`src/rtl/fetch_pkg.sv`:
```
// Shared fetch-unit definitions: FSM state encoding, flush length and instruction size.
package fetch_pkg;

    typedef enum logic [1:0] {
        BOOT  = 2'd0,
        RUN   = 2'd1,
        STALL = 2'd2,
        HALT  = 2'd3
    } fetch_state_e;

    localparam int unsigned FLUSH_LEN  = 2;
    localparam int unsigned INSN_BYTES = 4;

endpackage

```
`src/rtl/pc_fetch_unit.sv`:
```
// Program-counter fetch unit: boot, sequential increment, stall, jump/branch redirect with flush, halt.
// Optional target alignment trap enabled by defining PC_ALIGN_CHECK_EN.
//
// state | meaning
// BOOT  | one cycle after reset, Counter=RESET_ADDR, inputs ignored
// RUN   | fetching, Counter advances by 4 unless flushing
// STALL | Counter held, pc_valid held
// HALT  | Counter frozen, pc_valid=0, left only by reset
module pc_fetch_unit
    import fetch_pkg::*;
#(
    parameter int              WIDTH      = 32,
    parameter int              DEPTHI     = 16,
    parameter logic [WIDTH-1:0] RESET_ADDR = '0
) (
    input  logic             clk,
    input  logic             rst,
    input  logic             stall,
    input  logic             branch,
    input  logic [WIDTH-1:0] branch_target,
    input  logic             jump,
    input  logic [WIDTH-1:0] jump_target,
    input  logic             halt,
    output logic [WIDTH-1:0] Counter,
    output logic             pc_valid,
    output logic             flush,
    output logic [WIDTH-1:0] pc_plus4,
    output logic             misalign
);

    localparam logic [1:0] S_BOOT  = BOOT;
    localparam logic [1:0] S_RUN   = RUN;
    localparam logic [1:0] S_STALL = STALL;
    localparam logic [1:0] S_HALT  = HALT;

    localparam int FC_W = $clog2(FLUSH_LEN + 1);

    function automatic logic [WIDTH-1:0] calc_mask();
        logic [WIDTH-1:0] m;
        for (int i = 0; i < WIDTH; i++) begin
            m[i] = (i >= 2) && (i < DEPTHI);
        end
        return m;
    endfunction

    localparam logic [WIDTH-1:0] ADDR_MASK = calc_mask();

    logic [1:0]       state;
    logic [FC_W-1:0]  flush_cnt;
    logic             redirect;
    logic [WIDTH-1:0] sel_target;
    logic [WIDTH-1:0] masked_target;

    assign redirect      = jump | branch;
    assign sel_target    = jump ? jump_target : branch_target;
    assign masked_target = sel_target & ADDR_MASK;
    assign pc_plus4      = (Counter + WIDTH'(INSN_BYTES)) & ADDR_MASK;
    assign flush         = (flush_cnt != '0);
    assign pc_valid      = ((state == S_RUN) || (state == S_STALL)) && (flush_cnt == '0);

`ifdef PC_ALIGN_CHECK_EN
    logic target_misaligned;
    logic misalign_q;

    assign target_misaligned = (sel_target[1:0] != 2'b00);
    assign misalign          = misalign_q;
`else
    assign misalign = 1'b0;
`endif

    // Counter is held while flushing so the redirect target is the first
    // address presented with pc_valid once the flush window closes.
    always_ff @(posedge clk or negedge rst) begin
        if (!rst) begin
            state     <= S_BOOT;
            Counter   <= RESET_ADDR & ADDR_MASK;
            flush_cnt <= '0;
`ifdef PC_ALIGN_CHECK_EN
            misalign_q <= 1'b0;
`endif
        end else begin
`ifdef PC_ALIGN_CHECK_EN
            misalign_q <= 1'b0;
`endif
            case (state)
                S_BOOT: state <= S_RUN;
                S_RUN, S_STALL: begin
                    if (halt) begin
                        state     <= S_HALT;
                        flush_cnt <= '0;
                    end else if (redirect) begin
`ifdef PC_ALIGN_CHECK_EN
                        if (target_misaligned) begin
                            state      <= S_HALT;
                            flush_cnt  <= '0;
                            misalign_q <= 1'b1;
                        end else
`endif
                        begin
                            Counter   <= masked_target;
                            state     <= S_RUN;
                            flush_cnt <= FC_W'(FLUSH_LEN);
                        end
                    end else begin
                        if (flush_cnt != '0) flush_cnt <= flush_cnt - 1'b1;
                        if (stall) begin
                            state <= S_STALL;
                        end else begin
                            state <= S_RUN;
                            if (flush_cnt == '0) Counter <= pc_plus4;
                        end
                    end
                end
                default: ;
            endcase
        end
    end

endmodule
```
`config.mk`:
```
export PLATFORM = sky130hd
export DESIGN_NAME = pc_fetch_unit
export DESIGN_NICKNAME = d
export VERILOG_FILES = /design/src/rtl/fetch_pkg.sv /design/src/rtl/pc_fetch_unit.sv
export SDC_FILE = /design/constraint.sdc
export NUM_CORES = 1
export LEC_CHECK = 0
export ABC_AREA = 1
export CAP_MARGIN = 20
export CORE_MARGIN = 5
export CORE_UTILIZATION = 30
export DETAILED_ROUTE_END_ITERATION = 6
export GPL_TIMING_DRIVEN = 0
export MAX_ROUTING_LAYER = met4
export PLACE_DENSITY = 0.76
export RECOVER_POWER = 50
export SETUP_SLACK_MARGIN = 0.4
export SLEW_MARGIN = 20
export SYNTH_ARGS = -nofsm -noshare
export SYNTH_HDL_FRONTEND = slang
export SYNTH_SLANG_ARGS = --single-unit
```
`constraint.sdc`:
```
create_clock -name clk -period 1.4 [get_ports clk]
set_input_delay 0.42 -clock clk [delete_from_list [all_inputs] [get_ports clk]]
set_output_delay 0.42 -clock clk [all_outputs]
set_load 0.01 [all_outputs]
```
==> results.toml, run 1 <==
[synthesis]
yosysSeqAreaShare = 0.2622
ys_ff_latch = 18
syn_inst = 252
ys_types = 30
syn-mean-instance-area_um2 = 6.817
ys_warn_count = 0
netlist_area_mm2 = 0.001718

[global_routing]
grt_pass1_vias = 2053
grtUsageTotal = 0.1741
overflow = 0
grt_max_degree = 19
antenna_found_initial = 0
grt_pass1_wl_um = 9901

[sta]
setup_viol = 35
fmax_mhz = 512.9
finalHoldViolations = 0
layout_setup_ws_ns = -0.5496
fin_crit_sh = 1.393
fin_setup_tns_ns = -7.225
fin_crit_ns = 1.950
slew_violations = 0
fin_skew_ns = 0.001515
worst_pin_slew_ns = 1.103
slew_headroom = 0.2648
rsz0062_at_grt = "true"

[setup_path]
end_kind = "output pin"
arrival_ns = 1.53
worstRegToRegCells = 9
cp-startpoint = "Counter[5]"
r2r-end = "Counter[14]"
crit_fanout = 4
startpoint_type = "register"
ff2ff_setup_slack_ns = -0.13
critical_path_required_ns = 0.98
critPathKind = "reg -> out"
r2r-start = "Counter[5]"

[die]
std_cell_rows = 27
chipHeight_um = 85.67
dieArea_mm2 = 0.007339
die_x_um = 85.67
core-area_mm2 = 0.005540
io_pins = 137
initial_utilization = 0.3101

[detailed_routing]
routed_wl_um = 6947
first_pass_iters = 4
drt-vias-per-instance = 4.479
dr_total_vias = 2141
drt-initial-drc-count = 125
drcViolationCount = 0
ant_nets = 0
wl_per_cell_um = 14.53

[status]
status = "finished with violations"
violations = "setup timing"

[run]
max-cap-violations = 0

[cells_and_area]
nets = 480
most-common-layout-cells = "buf_4, nand2_1, buf_6"
multi_input_area_mm2 = 0.001343
synthToLayoutAreaGrowth_pct = 105.8
fin_util = 0.6380
seqCellArea_um2 = 460.4
fill_cells = 436
mostFrequentLayoutCell = "buf_4"
num_antenna_cells = 0
drive_gt1_frac = 0.5419

[pwr]
power.leakage_nw = 1.747
peakVddDrop_mv = 0.2547
power.density_mw_per_mm2 = 389.6
p_total_mw = 1.377

[clock_network]
clk-insertion-delay-late_ns = 0.27
cts_buffers = 3
root_buffer = "clkbuf_8"
ctsHtreeMaxLevel = 1
clk_pin_slew_ns = 0.08
cts_tree = "yes"
cts_sinks = 18
cts_max_path_buffers = 2
holdBufCountCts = 0

[worst_hold_path]
hp-class = "in -> async"

[placement]
place_ws_ns = -0.6593
place.detailed.hpwl_um = 4197
gp_congestion = 0.8287
io_buffers = 62
==> registers in the layout, summed over array words and instances (netlist names) <==
register and cells:
flush_cnt 2, state 2, Counter 14
==> where the power goes <==
group          switching [mW]  internal [mW]  total [mW]
Combinational           0.183          0.207       0.391
Clock                   0.214          0.251       0.465
Sequential           0.000680          0.521       0.521
==> through the flow <==
stage | hold WS (ns) | std cells | area, um^2
floorplan | 0.1244 | 288 | 2003
global placement | 0.5211 | 422 | 2714
detailed placement | 0.5297 | 422 | 2714
CTS | 0.3754 | 465 | 3284
global route | 0.3992 | 478 | 3535
finish | 0.3347 | 478 | 3535
==> critical path: stages, from the launching register on <==
cell and delay, ns:
dfrtp_1 0.45, buf_6 0.15, inv_4 0.05, nor2_4 0.16, nand2_4 0.09, xor2_2 0.18, inv_1 0.07, buf_6 0.12
==> repair_timing <==
| action | in CTS | in global routing |
|---|---|---|
| buffers inserted | 37 | 13 |
| pin swaps | 29 | 24 |
| endpoints found under the setup margin | 66 | 66 |
| cloned | 2 | 0 |
| resized for setup | 200 | 39 |
==> per-layer routing <==
layer	global-route usage	part of all wire	vias up
li1	-	-	1035
met4	0.07770	0.024	0
met5	-	0	-
met1	0.2079	0.39	983
met3	0.02113	0.061	21
met2	0.2931	0.52	102
==> Yosys cell counts <==
master | n | area, um^2
nor3_1 | 1 | 5.000
o211ai_1 | 1 | 7.510
a21oi_1 | 8 | 40.04
inv_1 | 22 | 82.58
a21oi_2 | 1 | 8.760
nand2_1 | 80 | 300.3
nand3_2 | 1 | 10.01
dfrtp_1 | 18 | 450.4
o21bai_2 | 2 | 22.52
inv_2 | 2 | 7.510
o21ai_0 | 9 | 45.04
nor2_1 | 10 | 37.54
o21ai_1 | 2 | 10.01
buf_4 | 38 | 285.3
o21ai_2 | 1 | 8.760
nand2_2 | 5 | 31.28
nand4_1 | 6 | 37.54
ha_1 | 3 | 37.54
nand3_1 | 14 | 70.07
nor2_2 | 4 | 25.02
or2_2 | 1 | 6.260
conb_1 | 1 | 3.750
buf_2 | 2 | 10.01
buf_6 | 3 | 33.78
a31oi_1 | 5 | 31.28
xnor2_1 | 3 | 26.28
xor2_1 | 4 | 35.03
o22ai_1 | 2 | 12.51
clkbuf_8 | 1 | 13.76
nor2_4 | 2 | 22.52
==> final cells by class <==
class                      instances  area share
inverter                          24     0.02761
multi-input combinational        202      0.3798
tap                               72     0.02549
clock buffer                       4     0.01558
buffer                            44      0.1002
timing repair buffer             114      0.3211
sequential                        18      0.1303
==> cells by family (layout without fill, tap and decap cells) <==
group / after synthesis / after routing / synth area share
adder cells (fa/ha/maj): 3 / 3 / 0.02185
AND/OR/NAND/NOR: 124 / 124 / 0.3176
buffers and inverters: 68 / 186 / 0.2520
AO/OA/AOI/OAI: 31 / 31 / 0.1085
XOR/XNOR: 7 / 7 / 0.03569
flip-flops: 18 / 18 / 0.2622
other: 1 / 37 / 0.002183
==> worst max-delay path by stage <==
stage / end / slack (ns) / cells past startpoint
2_1_floorplan: pc_plus4[8] / -0.11 / 5
3_3_place_gp: pc_plus4[10] / -0.66 / 7
3_5_place_dp: pc_plus4[10] / -0.66 / 7
4_1_cts: pc_plus4[10] / -0.53 / 7
5_1_grt: pc_plus4[10] / -0.61 / 7
6_report: pc_plus4[10] / -0.55 / 7
Power figures use the tool's default switching activity.
==> run 2, diff against run 1 <==
--- a/config.mk
+++ b/config.mk
@@ -7,6 +7,7 @@
 export LEC_CHECK = 0
 export ABC_AREA = 1
 export CAP_MARGIN = 20
+export CORE_ASPECT_RATIO = 0.6
 export CORE_MARGIN = 5
 export CORE_UTILIZATION = 30
 export DETAILED_ROUTE_END_ITERATION = 6
==> run 2 against run 1 <==
Compared with the run above:
- the run still ends with setup timing left
- sequential power barely moved
- worst hold slack improved by 0.0053 ns
- first-iteration DRC count is 14% lower
- cell area up 1.7%
- die area increased by 0.68%
- fmax is essentially flat
- core utilization rose by 0.73 points
- combinational power is essentially flat
- sequential share of layout area down 0.11 points
- worst setup slack improved by 0.0011 ns
- count of clock-buffer cells in the layout unchanged
- power shrank 5.4%
- critical path type unchanged
- critical endpoint is now pc_plus4[12]
==> results.toml, run 2 (synthesized netlist as in run 1, its figures left out) <==
[die]
die_x_um = 107.7
chipHeight_um = 68.62
initial_utilization = 0.3084
core-area_mm2 = 0.005570
dieArea_mm2 = 0.007389
io_pins = 137
std_cell_rows = 21

[run]
max-cap-violations = 0

[sta]
slew_headroom = 0.2662
finalHoldViolations = 0
worst_pin_slew_ns = 1.101
setup_viol = 32
fin_crit_sh = 1.392
fin_skew_ns = 0.008607
layout_setup_ws_ns = -0.5485
fmax_mhz = 513.2
slew_violations = 0
rsz0062_at_grt = "true"
fin_crit_ns = 1.948

[detailed_routing]
drt-vias-per-instance = 4.298
wl_per_cell_um = 14.45
drcViolationCount = 0
ant_nets = 0
routed_wl_um = 7136
dr_total_vias = 2123
drt-initial-drc-count = 107
first_pass_iters = 4

[pwr]
power.density_mw_per_mm2 = 362.5
p_total_mw = 1.303
peakVddDrop_mv = 0.2382
power.leakage_nw = 1.787

[clock_network]
ctsHtreeMaxLevel = 1
root_buffer = "clkbuf_8"
clk-insertion-delay-late_ns = 0.26
cts_buffers = 3
cts_max_path_buffers = 2
cts_tree = "yes"
cts_sinks = 18
clk_pin_slew_ns = 0.08

[cells_and_area]
synthToLayoutAreaGrowth_pct = 109.2
nets = 488
largest_register_ffs = 14
fin_util = 0.6453
num_antenna_cells = 0
mostFrequentLayoutCell = "buf_4"
most-common-layout-cells = "buf_4, nand2_1, buf_6"
largestRegisters = "Counter x14, flush_cnt x2, state x2"
drive_gt1_frac = 0.5483
top_register = "Counter"
fin_cells = 494

[setup_path]
cp.buffers_inverters = 2
end_kind = "output pin"
arrival_ns = 1.53
crit_fanout = 4
crit_family = "simple AND/OR/NAND/NOR gates"
critPathKind = "reg -> out"
critical_path_required_ns = 0.98
startpoint_type = "register"
cp_slowest_stage_delay_ns = 0.40
path_cells = "ha_4 > nand2_4 > nor2_4 > buf_4 > nand4_1 > nand2_2 > buf_6"
critPathSlowestCell = "dfrtp_2"

[status]
status = "finished with violations"
violations = "setup timing"

[global_routing]
overflow = 0
grt_max_degree = 19
grt_pass1_vias = 2126
grtUsageTotal = 0.1861
grt_pass1_wl_um = 10430
antenna_found_initial = 0

[placement]
place_inst = 430
place.detailed.hpwl_um = 4278
io_buffers = 62
gp_congestion = 0.8406
place_ws_ns = -0.6582

[worst_hold_path]
hp-class = "in -> async"
==> run 2: cell count changes in the layout (fill, tap and decap cells not counted), moves of 2 or more <==
cell / before / now
buf_4: 57 / 67
buf_6: 55 / 47
buf_2: 9 / 14
dfrtp_1: 10 / 7
dfrtp_2: 8 / 11
nand2_2: 22 / 19
clkdlybuf4s15_2: 2 / 0
nand2_1: 56 / 58
==> run 2: worst register-to-register path: stages (launching register included) <==
cell and delay [ns]:
dfrtp_1 0.42, ha_4 0.32, buf_6 0.14, nand3_4 0.14, buf_6 0.18, buf_8 0.14, nand2_2 0.06, nand2_1 0.04
==> run 2: power by group <==
group / leakage (nW) / internal [mW] / total, mW / switching, mW
combinational: 1.55 / 0.206 / 0.393 / 0.187
sequential: 0.211 / 0.521 / 0.521 / 0.000556
clock: 0.0228 / 0.203 / 0.389 / 0.186
total: 1.79 / 0.929 / 1.30 / 0.374
==> run 2: worst paths after layout <==
| check | from | to | slack (ns) | cells after the start |
|---|---|---|---|---|
| worst max-delay path | Counter[2] | pc_plus4[12] | -0.55 | 7 |
| worst min-delay path | rst | Counter[7] | 0.34 | 1 |
| worst max register to register | state[0] | Counter[12] | -0.13 | 7 |
| worst min register to register | flush_cnt[1] | flush_cnt[1] | 0.55 | 2 |
| max in group asynchronous | rst | Counter[11] | 0.31 | 1 |
| min in group clk | jump | Counter[4] | 0.48 | 4 |
==> run 2: what timing repair did <==
action                                  CTS  global route
resized for setup                       196            44
pin swaps                                29            27
hold buffers                              0             0
hold endpoints to repair                  0             0
setup buffers                            43            15
endpoints found under the setup margin   66            48
cloned                                    2             0
==> run 2: per-stage QoR <==
step / cell area, um^2 / setup TNS [ns] / hold slack (ns)
2_1_floorplan: 2003 / -0.3691 / 0.1244
3_3_place_gp: 2724 / -15.95 / 0.5263
3_5_place_dp: 2724 / -16.87 / 0.5294
4_1_cts: 3341 / -6.340 / 0.2261
5_1_grt: 3595 / -9.426 / 0.4237
6_report: 3595 / -7.737 / 0.3401
==> run 2: cell type report <==
type,instances,area (um^2)
fillers,433,1976
flip-flops and latches,18,464.2
inverters,24,97.59
clock buffers,4,45.04
multi-input cells,202,1350
repair buffers,122,1180
plain buffers,44,357.8
well taps,80,100.1
==> run 2: metal layers <==
layer	track usage	part of all wire
met4	0.04409	0.021
met5	-	0
met3	0.03907	0.088
met2	0.3073	0.48
met1	0.2376	0.41
